`config.mk`:
```
export PLATFORM = sky130hd
export DESIGN_NAME = usb_frame_coder
export DESIGN_NICKNAME = d
export VERILOG_FILES = /design/src/rtl/usb_frame_coder.sv
export SDC_FILE = /design/constraint.sdc
export NUM_CORES = 1
export LEC_CHECK = 0
export CAP_MARGIN = 20
export CORE_MARGIN = 2
export CORE_UTILIZATION = 35
export DETAILED_ROUTE_END_ITERATION = 12
export GPL_ROUTABILITY_DRIVEN = 0
export SKIP_LAST_GASP = 1
export SYNTH_ARGS = -nofsm -noshare
export SYNTH_HDL_FRONTEND = slang
export SYNTH_SLANG_ARGS = --single-unit
export TNS_END_PERCENT = 1
```
`constraint.sdc`:
```
create_clock -name clk -period 5.15 [get_ports clk]
set_clock_uncertainty 0.15 [all_clocks]
set_input_delay 1.545 -clock clk [delete_from_list [all_inputs] [get_ports clk]]
set_output_delay 1.545 -clock clk [all_outputs]
set_load 0.02 [all_outputs]
```
`src/rtl/usb_frame_coder.sv`:
```
// Transmit framer: wraps a payload byte stream as SOF | stuffed payload | stuffed CRC8 | EOF
// and feeds one registered output byte at a time to the FTDI controller.
module usb_frame_coder #(
  parameter int         MAX_LEN  = 64,
  parameter logic [7:0] CRC_INIT = 8'hFF
) (
  input  logic       clk,
  input  logic       rst,
  input  logic [7:0] in_byte,
  input  logic       in_vld,
  input  logic       in_last,
  output logic       in_rdy,
  output logic [7:0] tx_byte,
  output logic       tx_vld,
  input  logic       tx_ack,
  output logic       busy,
  output logic       err_len
);

  // Handshakes: a byte moves on a cycle where valid and ready (in_vld/in_rdy, tx_vld/tx_ack)
  // are both high; a valid byte is held stable until that cycle.

  typedef enum logic [2:0] {
    S_IDLE,
    S_DATA,
    S_ESC2,
    S_CRC,
    S_CRC_ESC2,
    S_EOF,
    S_DONE
  } state_t;

  localparam logic [7:0] SOF    = 8'hC0;
  localparam logic [7:0] ESC    = 8'hDB;
  localparam logic [7:0] ESC_C0 = 8'hDC;
  localparam logic [7:0] ESC_DB = 8'hDD;

  function automatic logic [7:0] crc8_next(input logic [7:0] crc, input logic [7:0] data);
    logic [7:0] c;
    c = crc ^ data;
    for (int i = 0; i < 8; i++) begin
      c = c[7] ? ((c << 1) ^ 8'h31) : (c << 1);
    end
    return c;
  endfunction

  function automatic logic needs_esc(input logic [7:0] b);
    return (b == SOF) || (b == ESC);
  endfunction

  function automatic logic [7:0] esc_code(input logic [7:0] b);
    return (b == SOF) ? ESC_C0 : ESC_DB;
  endfunction

  state_t     state_q, state_d;
  logic [7:0] tx_byte_q, tx_byte_d;
  logic       tx_vld_q, tx_vld_d;
  logic [7:0] crc_q, crc_d;
  logic [7:0] cnt_q, cnt_d;
  logic [7:0] esc_q, esc_d;
  logic       last_q, last_d;

  logic       slot_free;
  logic       fire;
  logic [8:0] cnt_inc;
  logic       at_max;
  logic       is_last;

  assign slot_free = !tx_vld_q || tx_ack;
  assign in_rdy    = (state_q == S_DATA) && slot_free;
  assign fire      = in_vld && in_rdy;
  assign cnt_inc   = {1'b0, cnt_q} + 9'd1;
  assign at_max    = (cnt_inc == 9'(MAX_LEN));
  assign is_last   = in_last || at_max;
  assign err_len   = fire && at_max && !in_last;

  assign tx_byte = tx_byte_q;
  assign tx_vld  = tx_vld_q;
  assign busy    = (state_q != S_IDLE);

  always_comb begin
    state_d   = state_q;
    tx_byte_d = tx_byte_q;
    tx_vld_d  = tx_vld_q && !tx_ack;
    crc_d     = crc_q;
    cnt_d     = cnt_q;
    esc_d     = esc_q;
    last_d    = last_q;
    case (state_q)
      S_IDLE: begin
        if (in_vld && slot_free) begin
          tx_byte_d = SOF;
          tx_vld_d  = 1'b1;
          crc_d     = CRC_INIT;
          cnt_d     = 8'd0;
          state_d   = S_DATA;
        end
      end
      S_DATA: begin
        if (fire) begin
          crc_d    = crc8_next(crc_q, in_byte);
          cnt_d    = cnt_inc[7:0];
          tx_vld_d = 1'b1;
          if (needs_esc(in_byte)) begin
            tx_byte_d = ESC;
            esc_d     = esc_code(in_byte);
            last_d    = is_last;
            state_d   = S_ESC2;
          end else begin
            tx_byte_d = in_byte;
            state_d   = is_last ? S_CRC : S_DATA;
          end
        end
      end
      S_ESC2: begin
        if (slot_free) begin
          tx_byte_d = esc_q;
          tx_vld_d  = 1'b1;
          state_d   = last_q ? S_CRC : S_DATA;
        end
      end
      S_CRC: begin
        if (slot_free) begin
          tx_vld_d = 1'b1;
          if (needs_esc(crc_q)) begin
            tx_byte_d = ESC;
            esc_d     = esc_code(crc_q);
            state_d   = S_CRC_ESC2;
          end else begin
            tx_byte_d = crc_q;
            state_d   = S_EOF;
          end
        end
      end
      S_CRC_ESC2: begin
        if (slot_free) begin
          tx_byte_d = esc_q;
          tx_vld_d  = 1'b1;
          state_d   = S_EOF;
        end
      end
      S_EOF: begin
        if (slot_free) begin
          tx_byte_d = SOF;
          tx_vld_d  = 1'b1;
          state_d   = S_DONE;
        end
      end
      S_DONE: begin
        // EOF is never shared with the next SOF: wait for its acceptance first.
        if (tx_ack) begin
          state_d = S_IDLE;
        end
      end
      default: begin
        state_d = S_IDLE;
      end
    endcase
  end

  always_ff @(posedge clk) begin
    if (rst) begin
      state_q   <= S_IDLE;
      tx_byte_q <= 8'h00;
      tx_vld_q  <= 1'b0;
      crc_q     <= CRC_INIT;
      cnt_q     <= 8'd0;
      esc_q     <= 8'h00;
      last_q    <= 1'b0;
    end else begin
      state_q   <= state_d;
      tx_byte_q <= tx_byte_d;
      tx_vld_q  <= tx_vld_d;
      crc_q     <= crc_d;
      cnt_q     <= cnt_d;
      esc_q     <= esc_d;
      last_q    <= last_d;
    end
  end

endmodule
```
; Word level (Yosys, flattened, before mapping)
; Cells that the tools add are included.
[classes]
eq_ne = 21
div_mod_pow = 0
n_bitwise = 9
n_reduce_logical = 25
n_shift = 0
mul = 0
order_cmp = 0
n_addsub = 1
mux = 45
[ops]
columns = operator, n
row1 = 8-bit two-way mux, 15
row2 = 6-bit two-way mux, 8
row3 = 8-bit case mux with 2 select lines, 3
row4 = 8-bit case mux with 5 select lines, 1
row5 = 8-bit == test (second input constant), 4
row6 = 3-bit inverter, 8
row7 = 3-bit two-way mux, 7
row8 = 3-bit case mux with 7 select lines, 1
row9 = 2-bit inequality test (second input constant), 8
row10 = 8-bit by 1-bit adder with 9-bit output (second input constant), 1
row11 = 3-bit == test (second input constant), 3
row12 = 9-bit by 7-bit == test with 1-bit output (second input constant), 1
row13 = 8-bit bitwise XOR, 1
row14 = 7-bit AND reduction, 1
row15 = 3-bit by 2-bit == test with 1-bit output (second input constant), 2
row16 = 1-bit logical AND, 6
row17 = 1-bit two-way mux, 6
row18 = 2-bit two-way mux, 3
row19 = 3-bit AND reduction, 2
row20 = 6-bit AND reduction, 1
row21 = 5-bit AND reduction, 1
row22 = 5-bit nonzero test, 1
row23 = 1-bit logical OR, 4
row24 = 2-bit by 1-bit inequality test with 1-bit output (second input constant), 2
row25 = other kinds (8), 11
[totals]
wordCells = 108
in_bits = 13
rom_bits = 0
ramBits = 0
output_inout_bits = 12
regBits = 37
memories = 0
latch_bits = 0

; Depth between registers and ports, before layout
; Gate-level depths: netlist of run 1.
[depth]
word_depth = 19
ltp_mapped = 8
depth_no_buf = 6

; Worst setup path after synthesis of run 1
; No wires, ideal clock.
[synth_timing]
path_kind = input-to-output
startpoint = input tx_ack
endpoint = output err_len
path_slack_ns = 0.663
stages = 5
required_time_ns = 3.455
arrival_ns = 2.792
n_path_buf = 2
path_cell_list = nand2b_1 -> buf_2 -> nand4_1 -> clkbuf_1 -> nor3_1
[synth_via]
elab_chain_cells = 5
[synth_lines]
columns = element, line
row1 = start: declaration, 15  ; input logic tx_ack,
row2 = 1-bit logical OR, 69  ; assign slot_free = !tx_vld_q || tx_ack;
row3 = 1-bit logical AND, 70  ; assign in_rdy = (state_q == S_DATA) && slot_free;
row4 = 1-bit logical AND, 71  ; assign fire = in_vld && in_rdy;
row5 = 1-bit logical AND (2 in a row), 75  ; assign err_len = fire && at_max && !in_last;
row6 = end: declaration, 17  ; output logic err_len
; Every way passes these cells.

; Worst setup path after layout of run 1
; Ends and elaborated chain as after synthesis.

==> results.md, run 1 <==
- Status: finished, final reports clean
- Yosys cell types: between 50 and 60
- Commonest non-fill, non-tap cell in the layout: dfxtp_1
- Area leader, netlist: dfxtp_1
- Clock root buffer: clkbuf_8
- PostCTS Resize Cnt: 0
- Row Count: 27
- Final Hold Fails: 0
- Ys flop type: dfxtp_1
- Slowest-stage cell, CP: clkdlybuf4s50_1
- Final wirelength: 4650 microns
- Most frequent cells in the layout: dfxtp_1, clkdlybuf4s50_1, a21oi_1, nand2_1, nor2_1
- Area post-placement: between 0.002 and 0.0025 sq mm
- Largest net degree at the start of global routing: 36
- Net Sw Frac: about 28%
- Syn avg cell area: 8.53 sq um
- Fin util: a little over two fifths
- Seq/Total Area, Yosys: 31.8%
- Power share of the clock group: between 30% and 40%
- Critical path arrival: approximately 3.2 ns
- CP required: between 3 and 4 ns
- Area of the multi-input gates: between 0.001 and 0.0015 sq mm
- Total power draw: 691 uW
- Ports: 25
- Initial Util: between 30% and 40%
- Critical Path Source Type: input port
- Synth Net Count: 243
- DR DRC count: 0
- Combinational fraction of design power: 24.8%
- WL/cell: about 14 microns
- CP Class: in2out
- Maximum clock rate: just over 0.2 GHz
- ANT nets after route: 0
- Via density: between 5 and 6
- RSZ-0062 raised after global routing: false
- Yosys reg bits: 31
- Ys Warns: 0
- Slew Limit Fails: 0
- Postcts setup bufs: 0
- Die width: slightly below 80 microns
- Hold-fix buffers, CTS: 0
- H-tree lvl count: 2
- Final Cycle Share: between 90 and 100%
- PD cells: around 290 mW/mm^2
- Switching power: roughly 200 uW
- Vias in the first global route: between 1500 and 2000
- Crit path max fanout: 4
- Die ar.: between 0.006 and 0.007 sq mm
- DR iter-0 viols: around 120
- Cells on worst reg2reg path: 5
- Area of the mapped netlist: approximately 0.0020 sq mm
- Share of cells above drive strength 1: a little under a tenth
- Post-synth ARST share: 0%
- Worst rel slew slack: between 60% and 70%
- DR pass1 iterations: 4
- CTS Sinks: 31
- Hold path cells: 2
- Worst Hold Slack: approximately 0.3 ns
- Part of the power in registers: 38.7%
- Grt total ovfl: 0
- CP most frequent cell: clkdlybuf4s50_1
- Initial antenna violation count: 0
- CP peak stage delay: 0.64 ns
- Tmin final: ~4.8 ns
- Pint: slightly below 500 uW
- Family with the most delay on the worst path: buffers and inverters
- Layout Nets: 265
- Worst path buffer plus inverter count: 2
- Vias after detailed routing: roughly 1800
- First-pass GRT wire length: around 8200 microns
- Crit path cell chain: clkdlybuf4s50_1, nand2b_1, nand4_1, nor3_1, clkdlybuf4s50_1
- Worst slew pin tran: ~0.52 ns
- P_leak: about 0.81 nW
- CTS clk-pin slew, worst paths: around 0.070 ns
- Crit path depth: 5
- PortBufs: 24
- Worst Setup End Kind: output pin
- MaxCap Viol Count: 0
- Setup_tns: 0 ns
- Die height: between 70 and 80 microns
- TritonCTS Buffers: 5
- Layout area overhead: 21.6%
- Worst-Skew Late Latency: roughly 0.28 ns
- Max IR drop VDD: approximately 0.15 mV
- GR Util All Layers: approximately 16%
- Synth top area share: 31.8%
- Core Footprint: approximately 0.0054 sq mm
- Synthesized instance count: 229
- N_diodes: 0
- CTS tree: yes
- Fillers: around 540
- Post-DP HPWL: around 3300 microns
- Final instance area: ~0.0024 sq mm
- Final Setup Violations: 0
- Reg area: between 600 and 700 sq um
- Post-synth EDFFs: 0
- CTS Buffer Depth: 2
- Class of the worst hold path: reg2reg
- Ranking of synthesized cells by area: dfxtp_1, a21oi_1, xnor2_1
-- cell usage after synthesis, types with 3 or more instances --
cell       n
clkbuf_1  10
xnor2_1   11
nand2b_1   8
nor2b_1    3
a22oi_1    6
nand3_1    3
nor3_1     8
o21ai_0   10
o21ai_1    6
a211oi_1   6
xnor3_1    3
a21o_1     4
a21oi_1   21
dfxtp_1   31
nand2_1   14
nor3b_1    3
or3_1      3
o22ai_1    5
nand4_1    3
xor2_1     4
nor2_1    14
and4_1     3
and3_1     3
a31o_1     3
-- flip-flops by register name, indices dropped and copies added, names as in the netlist --
signal,count
cnt_q,8
crc_q,8
tx_byte,8
state_q,3
esc_q,2
last_q,1
tx_vld,1
-- layout make-up --
class	count	share of cell area (%)
Clock inverter	2	1.48
Tap cell	72	3.79
Timing Repair Buffer	29	11.7
Clock buffer	6	3.48
Inverter	4	0.632
Multi-Input combinational cell	180	52.8
Sequential cell	31	26.1
-- cells by family after synthesis --
logic type,synth area share (%)
buffers and inverters,4.04
AOI/OAI and AO/OA,25.5
adders and majority gates,0.641
and+or+nand+nor,23.6
xor gates and xnor gates,13.9
DFF,31.8
muxes,0.513
-- final timing paths --
| check | from | end | slack, ns |
|---|---|---|---|
| setup / recovery | tx_ack | err_len | 0.31 |
| hold / removal | tx_byte[3] | tx_byte[3] | 0.30 |
| setup reg to reg | state_q[0] | crc_q[3] | 2.98 |
| hold reg to reg | tx_byte[3] | tx_byte[3] | 0.30 |
-- routing by layer --
layer  vias up  wire, microns  GRT usage [%]  part of all wire, %
li1        898              -              -                    -
met1       838           2170           21.9                   47
met2        35           2280           26.9                   49
met3         4            166           3.07                  3.6
met4         0             25           3.68                 0.54
met5         -              0              0                    0
-- through the flow --
| stage | worst slack, ns | std cells |
|---|---|---|
| 5_1_grt | 0.215 | 324 |
| 6_report | 0.306 | 324 |
| 2_1_floorplan | 0.663 | 229 |
| 3_5_place_dp | 0.311 | 316 |
| 3_3_place_gp | 0.306 | 316 |
| 4_1_cts | 0.288 | 324 |
-- power by group through the flow --
stage / Combinational, mW / Clock, mW / Sequential [mW]
6_report: 0.171 / 0.252 / 0.268
3_5_place_dp: 0.171 / 0 / 0.273
5_1_grt: 0.189 / 0.269 / 0.270
4_1_cts: 0.172 / 0.261 / 0.268
3_3_place_gp: 0.170 / 0 / 0.273
2_1_floorplan: 0.124 / 0 / 0.272
-- worst min-delay path, cell delays in order, from the launching register on --
cell     delay (ns)
dfxtp_1        0.31
nand2_1        0.05
a21oi_1        0.05
No activity file was read; power rests on OpenSTA's default activity.
==> run 2, diff against run 1 <==
CORE_MARGIN = 1.5   (was 2)
PLACE_DENSITY = 0.65   (was unset)
RECOVER_POWER = 100   (was unset)
==> results.md, run 2 (synthesis results as in run 1) <==
- First-pass GRT wire length: 7900 microns (-3.1%)
- Fin util: 42.7% (-0.99 points)
- Critical Path Source Type: input port
- DR pass1 iterations: 4 (unchanged)
- Total power draw: 647 uW (-6.3%)
- Layout area overhead: 18.8%
- Layout Nets: 265 (unchanged)
- RSZ-0062 raised after global routing: false
- DR iter-0 viols: 108 (-11%)
- Crit path max fanout: 4 (unchanged)
- Ports: 25 (unchanged)
- Final Setup Violations: 0 (unchanged)
- Tmin final: 4.93 ns (+0.0840 ns)
- Initial Util: 35.9% (unchanged)
- Clock root buffer: clkbuf_8
- DR DRC count: 0 (unchanged)
- WL/cell: 14.7 microns (+2.8%)
- Share of cells above drive strength 1: 5.95% (-3.6 points)
- Slowest-stage cell, CP: clkdlybuf4s50_1
- Core Footprint: 0.00544 sq mm (unchanged)
- Worst path buffer plus inverter count: 2 (unchanged)
- PortBufs: 24 (unchanged)
- Row Count: 27 (unchanged)
- Die height: 77.7 microns (-1.3%)
- Slew Limit Fails: 0 (unchanged)
- Worst Min Path Start: tx_byte[1]
- Status: finished, final reports clean
- GR Util All Layers: 16.5% (+0.27 points)
- CTS Buffer Depth: 2 (unchanged)
- Class of the worst hold path: reg2reg
- Max IR drop VDD: 0.128 mV (-16%)
- P_leak: 0.816 nW (+0.16%)
- CP peak stage delay: 0.64 ns (about the same)
- Fillers: 577 (+6.5%)
- PD cells: 279 mW/mm^2 (-4.2%)
- Hold-fix buffers, CTS: 0 (unchanged)
- N_diodes: 0 (unchanged)
- Via density: 5.37 (-2.0%)
- Post-DP HPWL: 3430 microns (+3.2%)
- Setup_tns: 0 ns (unchanged)
- Final Hold Fails: 0 (unchanged)
- Vias after detailed routing: 1740 (-2.0%)
- Reg area: 621 sq um (unchanged)
- Commonest non-fill, non-tap cell in the layout: dfxtp_1
- PostCTS Resize Cnt: 0 (unchanged)
- CTS tree: yes
- CP Class: in2out
- Family with the most delay on the worst path: buffers and inverters
- H-tree lvl count: 2 (unchanged)
- Worst Hold Slack: 0.304 ns (-0.000876 ns)
- TritonCTS Buffers: 5 (unchanged)
- Worst slew pin tran: 0.884 ns (+0.365 ns)
- CTS clk-pin slew, worst paths: 0.06 ns (about the same)
- Vias in the first global route: 1592 (-5.7%)
- Final wirelength: 4770 microns (+2.8%)
- Die ar.: 0.00604 sq mm (-2.5%)
- Critical path arrival: 3.23 ns (+0.08 ns)
- Die width: 77.7 microns (-1.3%)
- Crit path cell chain: dlygate4sd3_1, nand2b_1, nand4_1, nor3_1, clkdlybuf4s50_1
- Maximum clock rate: 0.203 GHz (-1.7%)
- Largest net degree at the start of global routing: 25 (-31%)
- Initial antenna violation count: 0 (unchanged)
- CTS Sinks: 31 (unchanged)
- Worst rel slew slack: 40.9% (-24 points)
- Worst-Skew Late Latency: 0.28 ns (about the same)
- Area of the multi-input gates: 0.00123 sq mm (-1.7%)
- Grt total ovfl: 0 (unchanged)
- RR Startpoint: state_q[0]
- Most frequent cells in the layout: dfxtp_1, a21oi_1, dlygate4sd3_1, nand2_1, nor2_1
- Worst Setup SP: tx_ack
- Register-to-register setup slack: 2.82 ns (-0.16 ns)
- Worst Setup End Kind: output pin
- CP required: 3.46 ns (about the same)
- MaxCap Viol Count: 0 (unchanged)
- Postcts setup bufs: 0 (unchanged)
- Final Cycle Share: 95.7% (+1.6 points)
- ANT nets after route: 0 (unchanged)
-- run 2: worst paths after layout --
check / endpoint / cells past startpoint
max: err_len / 5
min: tx_byte[1] / 2
max reg2reg: cnt_q[7] / 5
min reg2reg: tx_byte[1] / 2
-- run 2: layout make-up --
type / count / share of cell area, %
Clock buffer: 8 / 4.31
Multi-Input combinational cell: 180 / 53.1
Timing Repair Buffer: 29 / 11.3
Sequential cell: 31 / 26.7
Inverter: 4 / 0.647
Tap cell: 72 / 3.88
-- run 2: stage by stage --
| stage | instance area, sq um | setup slack [ns] | instances |
|---|---|---|---|
| after floorplan | 1950 | 0.663 | 229 |
| after global placement | 2260 | 0.318 | 316 |
| after detailed placement | 2260 | 0.329 | 316 |
| after CTS | 2360 | 0.306 | 324 |
| after global routing | 2320 | 0.141 | 324 |
| final | 2320 | 0.222 | 324 |
-- run 2: where the power goes --
| part | internal [mW] | switching, mW |
|---|---|---|
| sequential | 0.252 | 0.0165 |
| combinational | 0.0820 | 0.0835 |
| clock | 0.122 | 0.0914 |
-- run 2: routing by layer --
metal | routed length, microns | track usage (%) | up-vias
met5 | 0 | 0 | -
li1 | - | - | 900
met4 | 51 | 4.91 | 0
met1 | 2250 | 21.7 | 801
met3 | 197 | 3.41 | 5
met2 | 2280 | 27.0 | 34
-- run 2: worst reg2reg max path: cells and delay by family, from the launching register on --
family | cells | cell delay (ns)
and+or+nand+nor | 3 | 1.07
DFF | 1 | 0.52
buffers and inverters | 1 | 0.37
AOI/OAI and AO/OA | 1 | 0.16
==> run 3, diff against run 2 <==
PLACE_DENSITY = 0.67   (was 0.65)
clock period = 4.3 ns   (was 5.15 ns; I/O delays follow)
==> results.md, run 3 (synthesis results as in run 1) <==
- Area of the multi-input gates: 0.00123 sq mm (+0.10%)
- Post-Layout Cell Count: 325 (+0.31%)
- Commonest non-fill, non-tap cell in the layout: dfxtp_1
- Crit path cell chain: clkdlybuf4s50_1, buf_4, nor2b_1, nor2_1, clkdlybuf4s50_1
- Cells on worst reg2reg path: 6 (+1)
- RSZ-0062 raised after global routing: false
- Worst rel slew slack: 47.2% (+6.4 points)
- DR iter-0 viols: 150 (+39%)
- CTS clk-pin slew, worst paths: 0.06 ns (about the same)
- Core Footprint: 0.00544 sq mm (unchanged)
- Via density: 5.44 (+1.3%)
- Worst-Skew Late Latency: 0.28 ns (about the same)
- Slowest-stage cell, CP: clkdlybuf4s50_1
- Post-DP HPWL: 3310 microns (-3.5%)
- Die ar.: 0.00604 sq mm (unchanged)
- Maximum clock rate: ~0.25 GHz
- Switching power: 225 uW (+17%)
- Setup_tns: 0 ns (unchanged)
- Hold path cells: 2 (unchanged)
- CP peak stage delay: 0.53 ns (-0.11 ns)
- Crit path max fanout: 3 (-1)
- Class of the worst hold path: reg2reg
- ANT nets after route: 0 (unchanged)
- CTS Buffer Depth: 2 (unchanged)
- Clock root buffer: clkbuf_8
- Final Cycle Share: approximately 95%
- Final Setup Violations: 0 (unchanged)
- Net Sw Frac: 30.5% (+0.88 points)
- N_diodes: 0 (unchanged)
- TritonCTS Buffers: 5 (unchanged)
- P_leak: 0.803 nW (-1.5%)
- Worst slew pin tran: 0.789 ns (-0.0955 ns)
- Worst Min Path Start: tx_byte[0]
- Postcts setup bufs: 0 (unchanged)
- Area post-placement: 0.00226 sq mm (+0.33%)
- DR pass1 iterations: 4 (unchanged)
- Setup WS post-layout: 0.235 ns (+0.0127 ns)
- RR Startpoint: state_q[1]
- CP required: 2.86 ns (-0.60 ns)
- Vias in the first global route: 1641 (+3.1%)
- Total power draw: 737 uW (+14%)
- First-pass GRT wire length: 7710 microns (-2.4%)
- Critical Path Source Type: input port
- Vias after detailed routing: 1768 (+1.6%)
- Pint: 513 uW (+13%)
- Final Hold Fails: 0 (unchanged)
- Initial Util: 35.9% (unchanged)
- Row Count: 27 (unchanged)
- Die height: 77.7 microns (unchanged)
- Most frequent cells in the layout: dfxtp_1, a21oi_1, nand2_1, nor2_1
- Fillers: 571 (-1.0%)
- WL/cell: 13.7 microns (-7.3%)
- GR Util All Layers: 15.9% (-0.59 points)
- Slew Limit Fails: 0 (unchanged)
- Critical path arrival: 2.63 ns (-0.60 ns)
- Pre-CTS setup slack: 0.0422 ns (-0.286 ns)
- Combinational fraction of design power: 26.5% (+0.9 points)
- Layout area overhead: 17.8%
- Power share of the clock group: 30.0% (-3.0 points)
- CTS Sinks: 31 (unchanged)
- Family with the most delay on the worst path: buffers and inverters
- CP Class: in2out
- CTS tree: yes
- Status: finished, final reports clean
- PostCTS Resize Cnt: 0 (unchanged)
- Dpl cells: 317 (+0.32%)
- Final instance area: 0.00230 sq mm (-0.86%)
- Ports: 25 (unchanged)
- PD cells: 320 mW/mm^2 (+15%)
- Worst Hold Path EP: tx_byte[0]
- Register-to-register setup slack: 1.98 ns (-0.84 ns)
- Layout Nets: 266 (+0.38%)
- Worst path buffer plus inverter count: 3 (+1)
- Share of cells above drive strength 1: 5.53% (-0.42 points)
- Grt total ovfl: 0 (unchanged)
- DR DRC count: 0 (unchanged)
- Reg area: 621 sq um (unchanged)
- Initial antenna violation count: 0 (unchanged)
- Tmin final: ~4 ns
- Largest net degree at the start of global routing: 24 (-4.0%)
- Max IR drop VDD: 0.146 mV (+13%)
- Die width: 77.7 microns (unchanged)
- Worst Setup End Kind: output pin
- Final wirelength: 4440 microns (-7.1%)
- MaxCap Viol Count: 0 (unchanged)
- CP most frequent cell: clkdlybuf4s50_1
- R2r endpoint: cnt_q[5]
- H-tree lvl count: 2 (unchanged)
- PortBufs: 24 (unchanged)
- Hold-fix buffers, CTS: 0 (unchanged)
- Part of the power in registers: 43.4% (+2.0 points)
## run 3: worst min-delay path, cell delays in order, from the launching register on
cell     delay [ns]
dfxtp_1        0.30
nand2_1        0.05
a21oi_1        0.05
## run 3: area by class of cell
type	instances	share of cell area, %
clock buffer	7	3.32
inverter	4	0.653
sequential	31	27.0
tap	72	3.92
multi-input combinational	180	53.6
timing repair buffer	30	11.3
clock inverter	1	0.218
## run 3: stage by stage
stage,hold slack [ns],util [%]
3_3_place_gp,0.294,41.6
4_1_cts,0.305,43.1
5_1_grt,0.325,42.3
2_1_floorplan,0.289,-
3_5_place_dp,0.295,41.6
6_report,0.299,42.3
## run 3: worst max path at each step
stage | start | end | slack (ns) | depth (start not counted)
floorplan | tx_ack | err_len | 0.32 | 5
global placement | tx_ack | err_len | 0.05 | 5
detailed placement | tx_ack | err_len | 0.04 | 5
CTS | tx_ack | err_len | 0.02 | 5
global route | tx_ack | in_rdy | 0.15 | 5
finish | tx_ack | in_rdy | 0.23 | 5
## run 3: layer usage
layer,routed length [microns],up-vias,GRT usage [%]
met4,56,0,5.82
li1,-,904,-
met2,2130,34,27.0
met1,2110,822,20.0
met3,148,8,2.82
met5,0,-,0
## run 3: power by group through the flow
stage               Clock [mW]  Sequential [mW]  Combinational (mW)
floorplan                    0            0.325               0.149
global placement             0            0.326               0.202
detailed placement           0            0.327               0.203
CTS                      0.226            0.321               0.204
global route             0.239            0.324               0.217
finish                   0.222            0.320               0.196
==> RTL edit 1: new RTL, config.mk and constraints of run 3 <==
The 7 states of `state_t` get a one-hot encoding in 7 bits.
--- a/src/rtl/usb_frame_coder.sv
+++ b/src/rtl/usb_frame_coder.sv
@@ -20,14 +20,14 @@
   // Handshakes: a byte moves on a cycle where valid and ready (in_vld/in_rdy, tx_vld/tx_ack)
   // are both high; a valid byte is held stable until that cycle.
 
-  typedef enum logic [2:0] {
-    S_IDLE,
-    S_DATA,
-    S_ESC2,
-    S_CRC,
-    S_CRC_ESC2,
-    S_EOF,
-    S_DONE
+  typedef enum logic [6:0] {
+    S_IDLE     = 7'b0000001,
+    S_DATA     = 7'b0000010,
+    S_ESC2     = 7'b0000100,
+    S_CRC      = 7'b0001000,
+    S_CRC_ESC2 = 7'b0010000,
+    S_EOF      = 7'b0100000,
+    S_DONE     = 7'b1000000
   } state_t;
 
   localparam logic [7:0] SOF    = 8'hC0;
Check against the original RTL: same outputs for any inputs over 4 cycles, from zero or initial values and one cycle with rst high; so few cycles prove little.
==> RTL edit 1 against run 3 <==
Final area rose by 12%. Count of clock-buffer cells in the layout up 1. Largest power group unchanged. Wire length increased by 28%. The flow now finishes with violations (max-capacitance violations, max-slew violations). Area after synthesis up 12%. Highest routed layer unchanged. Register-to-register slack worse by 0.19 ns. Power is 11% higher. Worst setup slack got worse by 0.036 ns. Largest cell class unchanged. Sequential cell count rose by 4.
==> RTL edit 1: results <==
set metrics [dict create \
    final_nets 304 \
    muxShareOfSynthArea_pct 0.917 \
    grt_use_met3_pct 3.56 \
    final_cells 366 \
    ys_top_cells_by_area "dfxtp_1 (32%), a21oi_1 (6.2%), xnor2_1 (6.0%), nor2_1 (5.2%), o21ai_0 (3.4%)" \
    synth-compound-area-share_pct 23.6 \
    min_to "tx_byte[1]" \
    reg2regPathDepth 5 \
    dp.cells 358 \
    worstHoldStart "tx_byte[1]" \
    htree_levels 2 \
    path_delay_family "buffers and inverters" \
    grtUsageTotal_pct 18.5 \
    switching_share_pct 30.5 \
    p_leak_nw 0.886 \
    max_slew.worst_pin.slew_ns 1.60 \
    syn_inst 269 \
    status "complete, but fails checks" \
    drt-pass1-iter-count 5 \
    dp_hpwl_um 4160 \
    hp-class "reg2reg" \
    timing.rr.end "tx_byte[4]" \
    numPortBuffers 24 \
    yosysUniqueCellTypes 52 \
    clock_tree.root_cell "clkbuf_8" \
    synth_common_cells "dfxtp_1 (35), nor2_1 (30), a21oi_1 (27)" \
    r2r_start "state_q[5]" \
    synthArstFlopShare_pct 0 \
    grt_pass1_wl_um 9490 \
    drive_gt1_share_pct 6.53 \
    synth_fa_ha_area_share_pct 0.573 \
    synth_xor_xnor_area_share_pct 10.1 \
    use_met2_pct 30.2 \
    slew_violations 40 \
    first_global_vias 1983 \
    synth_nets 283 \
    viasPerCell 5.81 \
    hold_depth 2 \
    yosysSeqAreaShare_pct 32.1 \
    antenna_found_initial 0 \
    drt_iter0_markers 181 \
    totalWireLength_um 5690 \
    violations "max-capacitance violations, max-slew violations" \
    clkTransAtPathRegs_ns 0.07 \
    ys.flop_type "dfxtp_1" \
    cap_viol_max_count 1 \
    preCtsSetupSlack_ns 0.0389 \
    grt_max_degree 40 \
    whs_ns 0.299 \
    peakVddDrop_mv 0.130 \
    ff2ff_setup_slack_ns 1.79 \
    gr-usage-met1_pct 23.6 \
]
-- RTL edit 1: area by class of cell --
type | instances | area, µm²
Timing Repair Buffer | 31 | 283
Inverter | 2 | 7.51
Sequential cell | 35 | 701
Fill cell | 622 | 3370
Multi-Input combinational cell | 215 | 1400
Tap cell | 75 | 93.8
Clock buffer | 8 | 100
-- RTL edit 1: routing by layer --
layer  part of all wire (%)  up-vias
li1                       -     1058
met1                     46     1001
met2                     48       56
met3                    4.3       11
met4                    1.7        0
met5                      0        -
-- RTL edit 1: through the flow --
stage	utilization, %	cell area [µm²]
after floorplan	-	2180
after global placement	41.8	2490
after detailed placement	41.8	2490
after CTS	43.5	2590
after global routing	43.4	2580
final	43.4	2580
-- RTL edit 1: power groups by stage --
stage / registers, mW / clock network (mW) / logic, mW
floorplan: 0.360 / 0 / 0.128
global placement: 0.358 / 0 / 0.202
detailed placement: 0.359 / 0 / 0.202
CTS: 0.351 / 0.274 / 0.203
global route: 0.353 / 0.284 / 0.217
finish: 0.351 / 0.266 / 0.198
-- RTL edit 1: logic make-up after synthesis --
group | count (synthesis)
buf+inv | 19
mux | 2
compound gates | 78
fa+ha+maj | 1
xor+xnor | 22
flops | 35
simple gates | 112
-- RTL edit 1: what timing repair did --
item,4_1_cts,5_1_grt
setup endpoints to repair,0,1
setup buffers,0,0
resized for setup,0,1
-- RTL edit 1: how the worst max path moves through the flow --
stage          startpoint       to  slack [ns]
6_report           tx_ack   in_rdy        0.20
5_1_grt            tx_ack   in_rdy        0.17
4_1_cts            tx_ack  err_len        0.03
3_5_place_dp       tx_ack  err_len        0.04
3_3_place_gp       tx_ack  err_len        0.06
2_1_floorplan      tx_ack  err_len        0.39
==> RTL edit 2: new RTL, settings of run 3 <==
Made on the original files. The parameter `MAX_LEN` goes from 64 to 48.
--- a/src/rtl/usb_frame_coder.sv
+++ b/src/rtl/usb_frame_coder.sv
@@ -1,7 +1,7 @@
 // Transmit framer: wraps a payload byte stream as SOF | stuffed payload | stuffed CRC8 | EOF
 // and feeds one registered output byte at a time to the FTDI controller.
 module usb_frame_coder #(
-  parameter int         MAX_LEN  = 64,
+  parameter int         MAX_LEN  = 48,
   parameter logic [7:0] CRC_INIT = 8'hFF
 ) (
   input  logic       clk,
Behaviour: no difference found for any inputs over 4 cycles, from zero or initial values and one cycle with rst high; that may be too few to reach the edited logic, so the function may still have changed.
==> RTL edit 2 against run 3 <==
Clock power increased by 17%. Sequential share of layout area decreased by 1.0 points. Final area increased by 4.0%. Combinational power increased by 33%. Global-route usage increased by 1.7 points. Wire length increased by 12%. Via count increased by 4.4%. Worst setup slack got worse by 0.018 ns. Power increased by 15%. Area after synthesis increased by 2.6%. Register-to-register slack got worse by 0.08 ns. Sequential power increased by 2%. Sequential cell count unchanged. Critical endpoint unchanged. Largest power group unchanged.
==> RTL edit 2: results <==
set metrics [dict create \
    yosysSeqAreaShare_pct 31.0 \
    reg2regPathDepth 5 \
    min_to "tx_byte[4]" \
    grt_max_degree 27 \
    peakVddDrop_mv 0.160 \
    dr_wl_met2_um 2310 \
    wl_met3_um 222 \
    whs_ns 0.300 \
    p_leak_nw 0.831 \
    grtUsageTotal_pct 17.6 \
    ff2ff_setup_slack_ns 1.90 \
    drive_gt1_share_pct 7.78 \
    cpPeakStageDelay_ns 0.60 \
    worstPathArrival_ns 2.64 \
    clockBufferDepth 2 \
    htree_levels 2 \
    worstHoldStart "tx_byte[4]" \
    max_slew.worst_pin.slew_ns 0.803 \
    preCtsSetupSlack_ns 0.0521 \
    grt_pass1_wl_um 8460 \
    dp.cells 334 \
    status "complete, no violations" \
    num_vias 1845 \
    dp_hpwl_um 3490 \
    use_met2_pct 27.5 \
    drt_iter0_markers 111 \
    yosysUniqueCellTypes 58 \
    wl_met1_um 2320 \
    viasPerCell 5.39 \
    syn_inst 241 \
    gr-usage-met1_pct 22.4 \
    totalWireLength_um 4950 \
    path_delay_family "buffers and inverters" \
    clkTransAtPathRegs_ns 0.07 \
    r2r_start "state_q[2]" \
    ys_top_cells_by_area "dfxtp_1 (31%), xnor2_1 (5.7%), a21oi_1 (5.2%), nor2_1 (4.9%), nor3_1 (2.7%)" \
    hold_depth 2 \
    post_dp_cell_area_mm2 0.00234 \
    synth_common_cells "dfxtp_1 (31), nor2_1 (26), a21oi_1 (21)" \
    timing.rr.end "tx_byte[1]" \
    grt_use_met3_pct 4.30 \
    final_nets 286 \
    synth_nets 258 \
]
## RTL edit 2: changes by cell type after synthesis, moves of 3 or more
| cell | before | now |
|---|---|---|
| a211oi_1 | 6 | 3 |
| a21o_1 | 4 | 1 |
| a22oi_1 | 6 | 2 |
| a31o_1 | 3 | 0 |
| and4_1 | 3 | 0 |
| clkbuf_1 | 10 | 6 |
| ha_1 | 1 | 4 |
| mux2i_1 | 1 | 4 |
| nor2_1 | 14 | 26 |
| nor3_1 | 8 | 11 |
| o21a_1 | 0 | 6 |
| o21ai_1 | 6 | 3 |
| or4_1 | 2 | 5 |
| xnor3_1 | 3 | 0 |
## RTL edit 2: cell type report
class	count	area [µm²]
fillers	566	3110
multi-input cells	194	1280
flip-flops and latches	31	621
repair buffers	33	287
clock buffers	8	100
well taps	72	90.1
inverters	4	15.0
## RTL edit 2: worst max path at each step
stage	cells past startpoint	startpoint	slack, ns	to
2_1_floorplan	4	tx_ack	0.57	err_len
3_3_place_gp	5	tx_ack	0.06	err_len
3_5_place_dp	5	tx_ack	0.05	err_len
4_1_cts	5	tx_ack	0.04	err_len
5_1_grt	5	tx_ack	0.13	in_rdy
6_report	5	tx_ack	0.22	in_rdy
## RTL edit 2: cell families after synthesis
kind of cell | Yosys count | synth area share (%)
AOI/OAI and AO/OA | 69 | 22.7
buffers and inverters | 16 | 3.81
and+or+nand+nor | 97 | 27.2
xor gates and xnor gates | 20 | 10.8
adders and majority gates | 4 | 2.50
DFF | 31 | 31.0
muxes | 4 | 2.00
## RTL edit 2: power breakdown
group	internal, mW	switching [mW]	leakage (nW)
Clock	0.146	0.114	0.0515
Sequential	0.307	0.0216	0.252
Combinational	0.115	0.147	0.527
